<file path="config.mk">
export PLATFORM = sky130hd
export DESIGN_NAME = alu_trojan_monitor
export DESIGN_NICKNAME = d
export VERILOG_FILES = /design/src/rtl/alu_trojan_monitor_pkg.sv /design/src/rtl/alu_trojan_monitor_golden.sv /design/src/rtl/alu_trojan_monitor.sv
export SDC_FILE = /design/constraint.sdc
export NUM_CORES = 1
export LEC_CHECK = 0
export CORE_ASPECT_RATIO = 1.4
export CORE_MARGIN = 2
export CORE_UTILIZATION = 37
export DETAILED_ROUTE_END_ITERATION = 8
export PLACE_DENSITY = 0.6
export REMOVE_ABC_BUFFERS = 1
export SYNTH_ARGS = -nofsm -noshare
export SYNTH_HDL_FRONTEND = slang
export SYNTH_SLANG_ARGS = --single-unit
</file>
<file path="constraint.sdc">
create_clock -name clk -period 2.7 [get_ports clk]
set_input_delay 0.54 -clock clk [delete_from_list [all_inputs] [get_ports clk]]
set_output_delay 0.54 -clock clk [all_outputs]
set_load 0.005 [all_outputs]
</file>
<file path="src/rtl/alu_trojan_monitor_pkg.sv">
// Shared definitions for the ALU trojan monitor: opcodes, FSM states and the
// packed expected-response record produced by the golden model.
package alu_mon_pkg;

  localparam int ALU_WIDTH = 4;

  localparam logic [1:0] OP_ADD = 2'b00;
  localparam logic [1:0] OP_SUB = 2'b01;
  localparam logic [1:0] OP_AND = 2'b10;
  localparam logic [1:0] OP_OR  = 2'b11;

  typedef enum logic [1:0] {
    MON_MONITOR = 2'd0,
    MON_SUSPECT = 2'd1,
    MON_ALARM   = 2'd2
  } mon_state_e;

  typedef struct packed {
    logic [ALU_WIDTH-1:0] res;
    logic                 carry;
    logic                 zero;
    logic                 overflow;
  } alu_expected_t;

  function automatic logic [15:0] sat_inc16(input logic [15:0] value);
    return (value == 16'hFFFF) ? value : value + 16'd1;
  endfunction

endpackage

</file>
<file path="src/rtl/alu_trojan_monitor_golden.sv">
// Combinational reference model of the 4-bit ALU; maps operands and opcode to
// the result and flags the real ALU must produce.
module alu_golden_model
  import alu_mon_pkg::*;
#(
  parameter int WIDTH = ALU_WIDTH
) (
  input  logic [WIDTH-1:0] a,
  input  logic [WIDTH-1:0] b,
  input  logic [1:0]       op,
  output alu_expected_t    expected
);

  localparam int MSB = WIDTH - 1;

  logic [WIDTH:0]   sum;
  logic [WIDTH-1:0] diff;
  logic [WIDTH-1:0] res;
  logic             carry;
  logic             ovf;

  // Carry on SUB is the unsigned borrow, not the adder carry-out.
  always_comb begin
    sum   = {1'b0, a} + {1'b0, b};
    diff  = a - b;
    res   = '0;
    carry = 1'b0;
    ovf   = 1'b0;
    case (op)
      OP_ADD: begin
        res   = sum[WIDTH-1:0];
        carry = sum[WIDTH];
        ovf   = (a[MSB] == b[MSB]) && (sum[MSB] != a[MSB]);
      end
      OP_SUB: begin
        res   = diff;
        carry = (a < b);
        ovf   = (a[MSB] != b[MSB]) && (diff[MSB] != a[MSB]);
      end
      OP_AND: res = a & b;
      OP_OR:  res = a | b;
      default: res = '0;
    endcase
  end

  assign expected = '{res: res, carry: carry, zero: (res == '0), overflow: ovf};

endmodule

</file>
<file path="src/rtl/alu_trojan_monitor.sv">
// Passive checker that compares ALU outputs against a delayed golden model and
// escalates repeated mismatches to a sticky alarm. Macro ALU_MON_CAPTURE_EN adds first-mismatch capture.
module alu_trojan_monitor
  import alu_mon_pkg::*;
#(
  parameter int WIDTH         = ALU_WIDTH,
  parameter int LATENCY       = 1,
  parameter int STRIKE_THRESH = 3,
  parameter int WINDOW        = 16
) (
  input  logic             clk,
  input  logic             rst,
  input  logic             in_valid,
  input  logic [WIDTH-1:0] A,
  input  logic [WIDTH-1:0] B,
  input  logic [1:0]       op,
  input  logic [WIDTH-1:0] dut_result,
  input  logic             dut_carry,
  input  logic             dut_zero,
  input  logic             dut_overflow,
  input  logic             clear_alarm,
  output logic             mismatch,
  output logic             alarm,
  output logic [1:0]       state,
  output logic [15:0]      check_count,
  output logic [15:0]      mismatch_count
`ifdef ALU_MON_CAPTURE_EN
  ,
  output logic             cap_valid,
  output logic [WIDTH-1:0] cap_A,
  output logic [WIDTH-1:0] cap_B,
  output logic [1:0]       cap_op,
  output logic [WIDTH-1:0] cap_result
`endif
);

  localparam logic [3:0] THRESH_L = 4'(STRIKE_THRESH);
  localparam logic [7:0] WINDOW_L = 8'(WINDOW);

  alu_expected_t issue_exp;
  alu_expected_t dl_exp [LATENCY];
  logic [LATENCY-1:0] dl_valid;
  alu_expected_t dut_obs;
  logic compare;
  logic miss_now;

  mon_state_e state_q, state_d;
  logic [3:0] strikes_q, strikes_d;
  logic [7:0] window_q, window_d;

  alu_golden_model #(.WIDTH(WIDTH)) u_golden (
    .a        (A),
    .b        (B),
    .op       (op),
    .expected (issue_exp)
  );

  // Only the valid bits need reset; stale payload behind a cleared valid is ignored.
  always_ff @(posedge clk) begin
    if (rst) begin
      dl_valid <= '0;
    end else begin
      dl_valid[0] <= in_valid;
      for (int i = 1; i < LATENCY; i++) dl_valid[i] <= dl_valid[i-1];
    end
  end

  always_ff @(posedge clk) begin
    dl_exp[0] <= issue_exp;
    for (int i = 1; i < LATENCY; i++) dl_exp[i] <= dl_exp[i-1];
  end

`ifdef ALU_MON_CAPTURE_EN
  logic [WIDTH-1:0] dl_a  [LATENCY];
  logic [WIDTH-1:0] dl_b  [LATENCY];
  logic [1:0]       dl_op [LATENCY];

  always_ff @(posedge clk) begin
    dl_a[0]  <= A;
    dl_b[0]  <= B;
    dl_op[0] <= op;
    for (int i = 1; i < LATENCY; i++) begin
      dl_a[i]  <= dl_a[i-1];
      dl_b[i]  <= dl_b[i-1];
      dl_op[i] <= dl_op[i-1];
    end
  end
`endif

  assign compare  = dl_valid[LATENCY-1];
  assign dut_obs  = '{res: dut_result, carry: dut_carry, zero: dut_zero, overflow: dut_overflow};
  assign miss_now = compare && (dut_obs != dl_exp[LATENCY-1]);

  always_ff @(posedge clk) begin
    if (rst) begin
      mismatch       <= 1'b0;
      check_count    <= '0;
      mismatch_count <= '0;
    end else begin
      mismatch <= miss_now;
      if (compare)  check_count    <= sat_inc16(check_count);
      if (miss_now) mismatch_count <= sat_inc16(mismatch_count);
    end
  end

  always_ff @(posedge clk) begin
    if (rst) begin
      state_q   <= MON_MONITOR;
      strikes_q <= '0;
      window_q  <= '0;
    end else begin
      state_q   <= state_d;
      strikes_q <= strikes_d;
      window_q  <= window_d;
    end
  end

  // clear_alarm overrides any same-cycle mismatch; ALARM beats window expiry.
  always_comb begin
    state_d   = state_q;
    strikes_d = strikes_q;
    window_d  = window_q;
    if (clear_alarm) begin
      state_d   = MON_MONITOR;
      strikes_d = '0;
      window_d  = '0;
    end else begin
      unique case (state_q)
        MON_MONITOR: begin
          if (miss_now) begin
            state_d   = (STRIKE_THRESH == 1) ? MON_ALARM : MON_SUSPECT;
            strikes_d = 4'd1;
            window_d  = '0;
          end
        end
        MON_SUSPECT: begin
          if (compare) begin
            window_d  = window_q + 8'd1;
            strikes_d = strikes_q + {3'b000, miss_now};
            if (strikes_d >= THRESH_L) begin
              state_d = MON_ALARM;
            end else if (window_d >= WINDOW_L) begin
              state_d   = MON_MONITOR;
              strikes_d = '0;
              window_d  = '0;
            end
          end
        end
        MON_ALARM: state_d = MON_ALARM;
        default: begin
          state_d   = MON_MONITOR;
          strikes_d = '0;
          window_d  = '0;
        end
      endcase
    end
  end

  assign alarm = (state_q == MON_ALARM);
  assign state = state_q;

`ifdef ALU_MON_CAPTURE_EN
  always_ff @(posedge clk) begin
    if (rst) begin
      cap_valid  <= 1'b0;
      cap_A      <= '0;
      cap_B      <= '0;
      cap_op     <= '0;
      cap_result <= '0;
    end else if (clear_alarm) begin
      cap_valid <= 1'b0;
    end else if (miss_now && !cap_valid) begin
      cap_valid  <= 1'b1;
      cap_A      <= dl_a[LATENCY-1];
      cap_B      <= dl_b[LATENCY-1];
      cap_op     <= dl_op[LATENCY-1];
      cap_result <= dut_result;
    end
  end
`endif

endmodule

</file>
* Word-level counts from Yosys, hierarchy flattened
Memory sizes are Yosys's and may differ from the RTL's.
Index checks and enable logic that the tools add are counted.
** Word-level totals
- Word-level logic and storage cells :: 66
- Memories :: 1
- Bits of input ports :: 21
- Bits in registers :: 48
- Output and inout port bits :: 36
- Memory bits (writable) :: 7
** Cells by class
- $add $sub $neg :: 6
- Equality and inequality tests :: 15
- Bitwise logic cells :: 5
- $lt $le $gt $ge :: 3
- Mux-type cells :: 18
- Reductions and logical operators :: 11
** Memories
- dl_exp :: depth 1, bits a word 7, rd ports 1, clocked after Yosys merged registers in 0, wr ports 1, RTL line alu_trojan_monitor.sv:41 : alu_expected_t dl_exp [LATENCY];
** Operators with widths (number)
- adder 16 x 1 -> 16 bit, second input constant :: 2
- == test 16 bit, second input constant :: 2
- two-way mux 8 bit :: 4
- case mux 8 bit (3 select lines) :: 1
- two-way mux 4 bit :: 4
- case mux 4 bit (4 select lines) :: 1
- case mux 4 bit (3 select lines) :: 1
- adder 8 x 1 -> 8 bit, second input constant :: 1
- greater-or-equal comparator 8 x 5 -> 1 bit, second input constant :: 1
- two-way mux 2 bit :: 4
- != test 7 bit :: 1
- == test 2 bit, second input constant :: 3
- case mux 2 bit (3 select lines) :: 1
- AND reduction 3 bit :: 2
- adder 4 x 4 -> 5 bit :: 1
- adder 4 x 1 -> 4 bit :: 1
- AND 4 bit :: 1
- == test 2 x 1 -> 1 bit, second input constant :: 2
- greater-or-equal comparator 4 x 2 -> 1 bit, second input constant :: 1
- logical NOT 2 bit :: 2
- logical NOT 4 bit :: 1
- less-than comparator 4 bit :: 1
- != test 2 bit, second input constant :: 2
- OR 4 bit :: 1
- 9 further kinds :: 17

* Logic depth before layout (Yosys ltp)
Gate-level depths: netlist of run 1.
- Depth after elaboration :: 7
- Mapped depth :: 12
- Gate-level depth less buffers :: 11

* Modules after synthesis
From an unflattened synthesis of run 1, not the netlist that was laid out.
** Unflattened totals
- Cells, all modules :: 378
- Area, all modules :: 3229.3 um^2
** Modules (own cells, without submodules)
- alu_trojan_monitor :: instances 1, cells an instance 310, area an instance 2688.8 um^2
- alu_golden_model :: instances 1, cells an instance 68, area an instance 540.5 um^2

* Least setup slack after synthesis of run 1
Ideal clock, no wire load.
- Kind :: input -> register
- Start :: in dut_result[1]
- End :: reg window_q[6]
- Stages :: 11
- Arrival time :: 2.826 ns
- Library setup time :: 0.091 ns
- Buffers on the path :: 1
- Path slack :: -0.217 ns
- Cells stage by stage :: xor2_1 -> nor4_4 -> a21boi_2 -> buf_4 -> ha_1 -> ha_1 -> and2_1 -> a31oi_1 -> a21oi_2 -> or3_1 -> a311oi_1
** On the way
- Longest elaborated chain between the ends :: 7
- Elaborated cells between the ends (all ways) :: 9
- Classes of those cells :: add/sub (1); order compare (1); eq/ne (2); mux (3); reduce/logical (2)
** Ends and longest elaborated chain
- start, declared :: RTL line alu_trojan_monitor.sv:17 : input logic [WIDTH-1:0] dut_result,
- != test 7 bit (*) :: RTL line alu_trojan_monitor.sv:92 : assign miss_now = compare && (dut_obs != dl_exp[LATENCY-1]);
- logical AND 1 bit (*) :: RTL line alu_trojan_monitor.sv:92
- named net miss_now :: RTL line alu_trojan_monitor.sv:45 : logic miss_now;
- adder 4 x 1 -> 4 bit :: RTL line alu_trojan_monitor.sv:139 : strikes_d = strikes_q + {3'b000, miss_now};
- greater-or-equal comparator 4 x 2 -> 1 bit :: RTL line alu_trojan_monitor.sv:140 : if (strikes_d >= THRESH_L) begin
- two-way mux 8 bit :: RTL line alu_trojan_monitor.sv:140
- two-way mux 8 bit :: RTL line alu_trojan_monitor.sv:137 : if (compare) begin
- case mux 8 bit (3 select lines) :: RTL line alu_trojan_monitor.sv:128 : unique case (state_q)
- end signal, assigned :: RTL line alu_trojan_monitor.sv:114 : window_q <= window_d;
- end, declared :: RTL line alu_trojan_monitor.sv:49 : logic [7:0] window_q, window_d;
Mark *: on every way through the listed nets, which the timed path passes. The rest lies on a longest branch. The select of a mux whose other input is x is not followed.
A chain may end at the register's enable or synchronous reset.

* Final worst setup path of run 1
- Start :: in dut_carry
- End :: reg window_q[6]
** On the way
- Longest elaborated chain between the ends :: 7
- Elaborated cells between the ends (all ways) :: 9
- Classes of those cells :: add/sub (1); order compare (1); eq/ne (2); mux (3); reduce/logical (2)
** Ends and longest elaborated chain
- start, declared :: RTL line alu_trojan_monitor.sv:18 : input logic dut_carry,
- != test 7 bit (*) :: RTL line alu_trojan_monitor.sv:92
- logical AND 1 bit (*) :: RTL line alu_trojan_monitor.sv:92
- adder 4 x 1 -> 4 bit :: RTL line alu_trojan_monitor.sv:139
- greater-or-equal comparator 4 x 2 -> 1 bit :: RTL line alu_trojan_monitor.sv:140
- two-way mux 8 bit :: RTL line alu_trojan_monitor.sv:140
- two-way mux 8 bit :: RTL line alu_trojan_monitor.sv:137
- case mux 8 bit (3 select lines) :: RTL line alu_trojan_monitor.sv:128
Mark *: on every way between the ends. The rest lies on a longest branch, timed or not. The select of a mux whose other input is x is not followed.

==> impl_metrics.json, run 1 <==
{
  "status": "completed",
  "worstMarginPinSlew_ns": 0.4942,
  "relSlewSlack": 0.6690,
  "multi_input_area_mm2": 0.001986,
  "syn_inst": 372,
  "num_vias": 2796,
  "drt_iter0_markers": 130,
  "startpoint_type": "input port",
  "insertion_delay_ns": 0.29,
  "setup_viol": 0,
  "overflow": 0,
  "criticalPathCategory": "in2reg",
  "layout_common_cells": "dfxtp_1, nor2_1, clkdlybuf4s50_1",
  "ys_seq_area_frac": 0.3527,
  "clk_pin_slew_ns": 0.07,
  "dieArea_mm2": 0.009198,
  "postLayoutSetupSlackWorst_ns": 0.08416,
  "die_h_um": 112.7,
  "synth_edf_count": 0,
  "timing.final.max_slew_violations": 0,
  "final_common_cell": "dfxtp_1",
  "grt_pass1_vias": 2662,
  "register_area_mm2": 0.001101,
  "clk_path_buf_depth": 2,
  "numCtsBuffers": 5,
  "synthAdderAreaFrac": 0.08096,
  "synth_area_mm2": 0.003122,
  "synth_xor_area_frac": 0.1010,
  "yosys_warnings": 0,
  "rows": 39,
  "fin_skew_ns": 0.004230,
  "synth_ff_type": "dfxtp_1",
  "yosys.area.top_type": "dfxtp_1",
  "ys_types": 53,
  "antenna-diode-count": 0,
  "holdBufCountCts": 0,
  "async_flop_share": 0,
  "dp_slack_ns": -0.5564,
  "routedWlPerCell_um": 13.24,
  "wirelength_um": 7217,
  "max_freq_ghz": 0.3823,
  "synth_compound_area_frac": 0.1383,
  "p_per_area_mw_per_mm2": 416.9,
  "yosys.area.top_type_share": 0.3527,
  "ios": 57,
  "finalCritPeriodShare": 0.9688,
  "gp_congestion": 0.8028,
  "r2r_slack_ns": 0.24,
  "synth.area.top_cells": "dfxtp_1, xor2_1, ha_1, nor2_1, nand3_1",
  "detail-route-antenna-nets": 0,
  "grt_max_degree": 37,
  "cts.sinks": 55,
  "worstSetupEndpointType": "register",
  "post_drt_via_cell_ratio": 5.130,
  "holdCritPathClass": "reg2reg",
  "finalNetCount": 482,
  "core_area_mm2": 0.008198,
  "die_w_um": 81.63,
  "io_buffers": 56,
  "crit_fanout": 7,
  "cts_tree": "yes",
  "hold_ws_ns": 0.4988,
  "synth.area.mux_share": 0.02966,
  "synth-simple-area-share": 0.2517,
  "ir_drop_v": 0.0002393,
  "track_usage": 0.1609,
  "total_power_mw": 1.738,
  "synth_top_family_by_area": "simple AND/OR/NAND/NOR gates",
  "area_growth_pct": 33.55,
  "htreeDepth": 2,
  "timing.critical_path.arrival_ns": 2.82,
  "post-route-util": 0.5085,
  "cts-root-buf": "clkbuf_16",
  "grt_pass1_wl_um": 11960,
  "worstPathRequired_ns": 2.91,
  "cap_violations": 0,
  "dr.pass1.iters": 4,
  "hpwlAfterDp_um": 5328,
  "drc": 0,
  "ys_ff_latch": 55,
  "syn_area_per_cell_um2": 8.392,
  "num-fill-cells": 794,
  "leakagePower_nw": 1.642,
  "antenna_found_initial": 0,
  "fin_crit_ns": 2.616,
  "layout-drive-gt1-share": 0.1264,
  "hold_viol_final": 0,
  "start_util": 0.3808
}
==> power breakdown <==
part / total (mW) / switching [mW] / internal, mW / leakage, nW
clock network: 0.648 / 0.303 / 0.345 / 0.0740
registers: 0.850 / 0.0190 / 0.831 / 0.446
logic: 0.240 / 0.118 / 0.122 / 1.12
total: 1.74 / 0.440 / 1.30 / 1.64
==> cells by family after synthesis <==
group,count (synthesis)
mux,9
fa+ha+maj,19
flops,55
xor+xnor,36
simple gates,158
compound gates,62
buf+inv,33
==> worst paths after layout <==
check / from / end / cells after the start
setup / recovery: dut_carry / window_q[6] / 11
setup reg to reg: dl_exp[0][2] / window_q[6] / 10
hold reg to reg: window_q[7] / window_q[7] / 2
hold / removal: window_q[7] / window_q[7] / 2
==> registers in the layout, summed over array words and instances (netlist names) <==
register	flops
check_count	16
compare	1
dl_exp	7
mismatch	1
mismatch_count	16
state	2
strikes_q	4
window_q	8
==> worst max-delay path, stage by stage <==
cell and delay (ns):
dlygate4sd2_1 0.26, xor2_2 0.16, nor4_4 0.34, a21boi_2 0.11, ha_2 0.22, ha_4 0.17, and2_4 0.16, a31oi_4 0.22
a21oi_4 0.09, or3_1 0.31, a311oi_1 0.23
==> per-stage QoR <==
stage	area (um^2)	TNS [ns]	std cells
finish	4169	0	545
global route	4169	-0.01942	545
CTS	4076	-0.02131	543
detailed placement	3866	-4.808	532
global placement	3866	-3.576	532
floorplan	3043	-0.5746	356
==> timing repair <==
item	CTS	global route
pin swaps	4	11
setup buffers	3	2
gates resized for setup	10	15
endpoints found under the setup margin	9	11
==> synthesized netlist by cell type (3+ instances only) <==
master    count
nor2_1       51
o21ai_0       9
clkbuf_1      7
and3_1        9
nand2b_1      5
nand3_1      23
xor2_1       28
or3_1         5
buf_2         5
inv_1        17
ha_1         17
nor3_1        6
o21bai_1      3
dfxtp_1      55
a21oi_1      19
a31oi_1      10
nand4_1       9
and4_1        4
nor2b_1       3
nand2_1      30
mux2i_1       7
xnor2_1       8
and2_1        3
a211oi_1      3
==> cell type report <==
type                            instances  area share
Inverter                               17     0.01531
Clock buffer                            5     0.03001
Timing Repair Buffer                   79      0.1792
Clock inverter                          3    0.004502
Sequential cell                        55      0.2641
Tap cell                              102     0.03061
Multi-Input combinational cell        284      0.4763
==> per-layer routing <==
metal  track usage  up-vias  wire, um
met1        0.1960     1309      3125
met5             0        -         0
met2        0.2852       52      3778
met4       0.04667        0        81
li1              -     1428         -
met3       0.02653        7       231
No activity file was read; power rests on OpenSTA's default activity.
==> inputs of run 2 (changes only) <==
==> constraint.sdc (replaced) <==
create_clock -name clk -period 2.2 [get_ports clk]
set_input_delay 0.44 -clock clk [delete_from_list [all_inputs] [get_ports clk]]
set_output_delay 0.44 -clock clk [all_outputs]
set_load 0.005 [all_outputs]
==> impl_metrics.json, run 2 (synthesis results as in run 1) <==
{
  "crit_fanout": 6,
  "setup_tns_ns": -1.822,
  "fin_skew_ns": 0.007723,
  "startpoint_type": "register",
  "insertion_delay_ns": 0.29,
  "overflow": 0,
  "hold_start": "check_count[12]",
  "grt_pass1_vias": 2752,
  "hold_viol_final": 0,
  "worstSetupEndpointType": "register",
  "htreeDepth": 2,
  "dieArea_mm2": 0.009198,
  "hpwlAfterDp_um": 5475,
  "track_usage": 0.1663,
  "grt_max_degree": 37,
  "antenna_found_initial": 0,
  "clkPwrFrac": 0.390,
  "cts-root-buf": "clkbuf_16",
  "gp_congestion": 0.8284,
  "grt_pass1_wl_um": 12280,
  "holdCritPathClass": "reg2reg",
  "combPwrFrac": 0.156,
  "rows": 39,
  "post_drt_via_cell_ratio": 5.168,
  "dr.pass1.iters": 4,
  "p_per_area_mw_per_mm2": 520.6,
  "fin_crit_ns": 2.415,
  "routedWlPerCell_um": 13.48,
  "crit_start": "dl_exp[0][2]",
  "io_buffers": 56,
  "ios": 57,
  "total_power_mw": 2.304,
  "cts.sinks": 55,
  "final_common_cell": "dfxtp_1",
  "finalCritPeriodShare": 1.098,
  "die_h_um": 112.7,
  "numCtsBuffers": 5,
  "status": "finished with violations",
  "cap_violations": 0,
  "seq_power_share": 0.454,
  "setup_viol": 11,
  "clk_path_buf_depth": 2,
  "layout_common_cells": "dfxtp_1, nor2_1, clkdlybuf4s50_1",
  "num_vias": 2915,
  "p_sw_frac": 0.2379,
  "core_area_mm2": 0.008198,
  "intPower_mw": 1.756,
  "violations": "setup timing",
  "postLayoutSetupSlackWorst_ns": -0.2155,
  "relSlewSlack": 0.6263,
  "netSwitchingPower_uw": 548.3,
  "dp_slack_ns": -0.9511,
  "clk_pin_slew_ns": 0.07,
  "layout-drive-gt1-share": 0.2035,
  "cts_tree": "yes",
  "antenna-diode-count": 0,
  "start_util": 0.3808,
  "reg2reg_from": "dl_exp[0][2]",
  "drt_iter0_markers": 112,
  "timing.critical_path.arrival_ns": 2.62,
  "drc": 0,
  "worstMarginPinSlew_ns": 0.5580,
  "die_w_um": 81.63,
  "area_growth_pct": 41.80,
  "largestRegisters": "check_count x16, mismatch_count x16, window_q x8",
  "detail-route-antenna-nets": 0,
  "wirelength_um": 7600,
  "timing.final.max_slew_violations": 0,
  "worstPathRequired_ns": 2.40,
  "rsz0062_at_grt": "true",
  "finalNetCount": 501,
  "ir_drop_v": 0.0003288,
  "leakagePower_nw": 1.720,
  "max_freq_ghz": 0.4140,
  "criticalPathCategory": "reg2reg"
}
[run 2: cell type report]
type | instances | area [um^2]
sequential | 55 | 1104
fill | 805 | 3771
clock inverter | 2 | 38.79
tap | 102 | 127.6
inverter | 17 | 63.81
multi-input combinational | 284 | 2078
clock buffer | 6 | 128.9
timing repair buffer | 98 | 885.9
[run 2: power groups by stage]
stage	registers, mW	logic (mW)	clock network, mW
6_report	1.05	0.360	0.900
2_1_floorplan	1.06	0.144	0
3_5_place_dp	1.06	0.321	0
3_3_place_gp	1.06	0.315	0
4_1_cts	1.04	0.338	0.923
5_1_grt	1.05	0.395	0.953
[run 2: worst max-delay path, stage by stage, from the launching register on]
cell      delay (ns)
dfxtp_2         0.33
xor2_2          0.15
nor4_4          0.36
a21boi_4        0.11
ha_4            0.18
buf_6           0.12
a21bo_4         0.20
a31oi_4         0.22
a21oi_4         0.09
or3_1           0.33
a311oi_2        0.23
[run 2: path summary, 6_finish.rpt]
path / cells after the start / slack, ns / end
worst max-delay path: 10 / -0.22 / window_q[6]
worst min-delay path: 2 / 0.50 / check_count[12]
worst max register to register: 10 / -0.22 / window_q[6]
worst min register to register: 2 / 0.50 / check_count[12]
[run 2: what timing repair did]
| item | 4_1_cts | 5_1_grt |
|---|---|---|
| resized for setup | 42 | 21 |
| pin swaps | 19 | 9 |
| hold buffers | 0 | 0 |
| buffers inserted | 3 | 2 |
| endpoints found under the setup margin | 14 | 14 |
[run 2: metrics by stage]
stage	area, um^2	util	hold WS [ns]	cells
detailed placement	4009	0.4890	0.4823	551
CTS	4317	0.5266	0.4948	562
floorplan	3043	-	0.4475	356
global placement	4009	0.4890	0.4734	551
global route	4427	0.5400	0.5178	564
finish	4427	0.5400	0.4981	564
[run 2: per-layer routing]
metal  routed length [um]  GRT usage  part of all wire
met1                 3218     0.1951              0.42
met2                 3988     0.2989              0.52
met3                  256    0.02733             0.034
met4                  137    0.05667             0.018
met5                    0          0                 0
==> inputs of run 3 (changes only) <==
--- a/config.mk
+++ b/config.mk
@@ -9,7 +9,7 @@
 export CORE_MARGIN = 2
 export CORE_UTILIZATION = 37
 export DETAILED_ROUTE_END_ITERATION = 8
-export PLACE_DENSITY = 0.6
+export PLACE_DENSITY = 0.58
 export REMOVE_ABC_BUFFERS = 1
 export SYNTH_ARGS = -nofsm -noshare
 export SYNTH_HDL_FRONTEND = slang
==> constraint.sdc (replaced) <==
create_clock -name clk -period 2.51 [get_ports clk]
set_input_delay 0.6275 -clock clk [delete_from_list [all_inputs] [get_ports clk]]
set_output_delay 0.6275 -clock clk [all_outputs]
set_load 0.005 [all_outputs]
==> impl_metrics.json, run 3 (synthesis results as in run 1) <==
{
  "netSwitchingPower_uw": 483.0,
  "rows": 39,
  "holdCritPathClass": "reg2reg",
  "io_buffers": 56,
  "cts-root-buf": "clkbuf_16",
  "intPower_mw": 1.425,
  "worstMarginPinSlew_ns": 0.6214,
  "htreeDepth": 2,
  "worstPathRequired_ns": 2.72,
  "die_h_um": 112.7,
  "antenna_found_initial": 0,
  "cts.sinks": 55,
  "finalCritPeriodShare": 1.034,
  "ir_drop_v": 0.0002549,
  "routedWlPerCell_um": 13.30,
  "wirelength_um": 7421,
  "postLayoutSetupSlackWorst_ns": -0.08596,
  "detail-route-antenna-nets": 0,
  "rsz0062_at_grt": "true",
  "p_per_area_mw_per_mm2": 440.4,
  "status": "finished with violations",
  "dr.max_layer_used": "met4",
  "largestRegisters": "check_count x16, mismatch_count x16, window_q x8",
  "max_freq_ghz": 0.3852,
  "grt_pass1_wl_um": 12260,
  "fin_crit_ns": 2.596,
  "drt_iter0_markers": 136,
  "criticalPathCategory": "in2reg",
  "timing.critical_path.arrival_ns": 2.80,
  "setup_tns_ns": -0.1683,
  "setup_viol": 3,
  "dieArea_mm2": 0.009198,
  "hold_ws_ns": 0.4922,
  "dp_slack_ns": -0.8304,
  "stdcell_count": 558,
  "layout-drive-gt1-share": 0.1798,
  "place_inst": 545,
  "clkPwrFrac": 0.364,
  "grt_pass1_vias": 2785,
  "holdBufCountCts": 0,
  "clk_pin_slew_ns": 0.07,
  "cts_tree": "yes",
  "dr_wl_met2_um": 3897,
  "final_common_cell": "dfxtp_1",
  "violations": "setup timing",
  "start_util": 0.3808,
  "combPwrFrac": 0.156,
  "cap_violations": 0,
  "dpl_cell_area_mm2": 0.003964,
  "hpwlAfterDp_um": 5412,
  "antenna-diode-count": 0,
  "num_vias": 2864,
  "total_power_mw": 1.908,
  "fin_skew_ns": 0.005627,
  "track_usage": 0.1686,
  "startpoint_type": "input port",
  "hold_viol_final": 0,
  "post-route-util": 0.5284,
  "gp_congestion": 0.7678,
  "finalNetCount": 495,
  "relSlewSlack": 0.5838,
  "crit_fanout": 7,
  "die_w_um": 81.63,
  "p_sw_frac": 0.2532,
  "drc": 0,
  "numCtsBuffers": 5,
  "grt_max_degree": 37,
  "core_area_mm2": 0.008198,
  "fin_area_mm2": 0.004332,
  "worstSetupEndpointType": "register",
  "wl_met1_um": 3093,
  "insertion_delay_ns": 0.30,
  "wl_met3_um": 240,
  "post_drt_via_cell_ratio": 5.133,
  "dr.pass1.iters": 4,
  "clk_path_buf_depth": 2,
  "seq_power_share": 0.479,
  "timing.final.max_slew_violations": 0,
  "overflow": 0,
  "leakagePower_nw": 1.671,
  "area_growth_pct": 38.76,
  "layout_common_cells": "dfxtp_1, nor2_1, clkdlybuf4s50_1",
  "ios": 57
}
run 3: cell count changes in the layout (fill, tap and decap cells not counted), sizes merged:
cell / before / now
buf: 44 / 39
bufinv: 1 / 0
clkbuf: 6 / 7
clkdlybuf4s50: 46 / 48
clkinv: 0 / 2
dlygate4sd2: 3 / 0
dlymetal6s2s: 2 / 1
inv: 18 / 17
run 3: final timing paths:
path	start	end	slack (ns)	cells past startpoint
worst min register to register	window_q[7]	window_q[7]	0.49	2
worst max-delay path	dut_carry	window_q[6]	-0.09	11
worst min-delay path	window_q[7]	window_q[7]	0.49	2
worst max register to register	dl_exp[0][2]	window_q[6]	0.01	10
run 3: layer usage:
metal  vias up  track usage
li1       1448            -
met1      1337       0.1870
met2        64       0.3071
met3        15      0.02814
met4         0      0.07222
met5         -            0
run 3: area by class of cell:
type,instances,area [um^2]
fillers,797,3866
multi-input cells,284,2066
flip-flops and latches,55,1101
repair buffers,92,827.0
clock buffers,6,128.9
well taps,102,127.6
inverters,17,63.81
clock inverters,2,17.52
run 3: power groups by stage:
| stage | clock [mW] | combinational [mW] | sequential [mW] |
|---|---|---|---|
| after floorplan | 0 | 0.126 | 0.930 |
| after global placement | 0 | 0.266 | 0.931 |
| final | 0.695 | 0.298 | 0.915 |
| after detailed placement | 0 | 0.270 | 0.930 |
| after CTS | 0.720 | 0.282 | 0.913 |
| after global routing | 0.754 | 0.330 | 0.917 |
run 3: what timing repair did:
item	4_1_cts	5_1_grt
gates cloned	0	0
resized for setup	36	21
pin swaps	13	11
setup buffers	7	1
endpoints found under the setup margin	12	14
run 3: worst max-delay path: stages:
cell	delay (ns)
buf_8	0.10
xor2_4	0.18
nor4_4	0.32
a21boi_2	0.10
ha_2	0.22
buf_6	0.13
a21bo_4	0.21
a31oi_4	0.22
a21oi_4	0.10
or3_1	0.34
a311oi_2	0.24
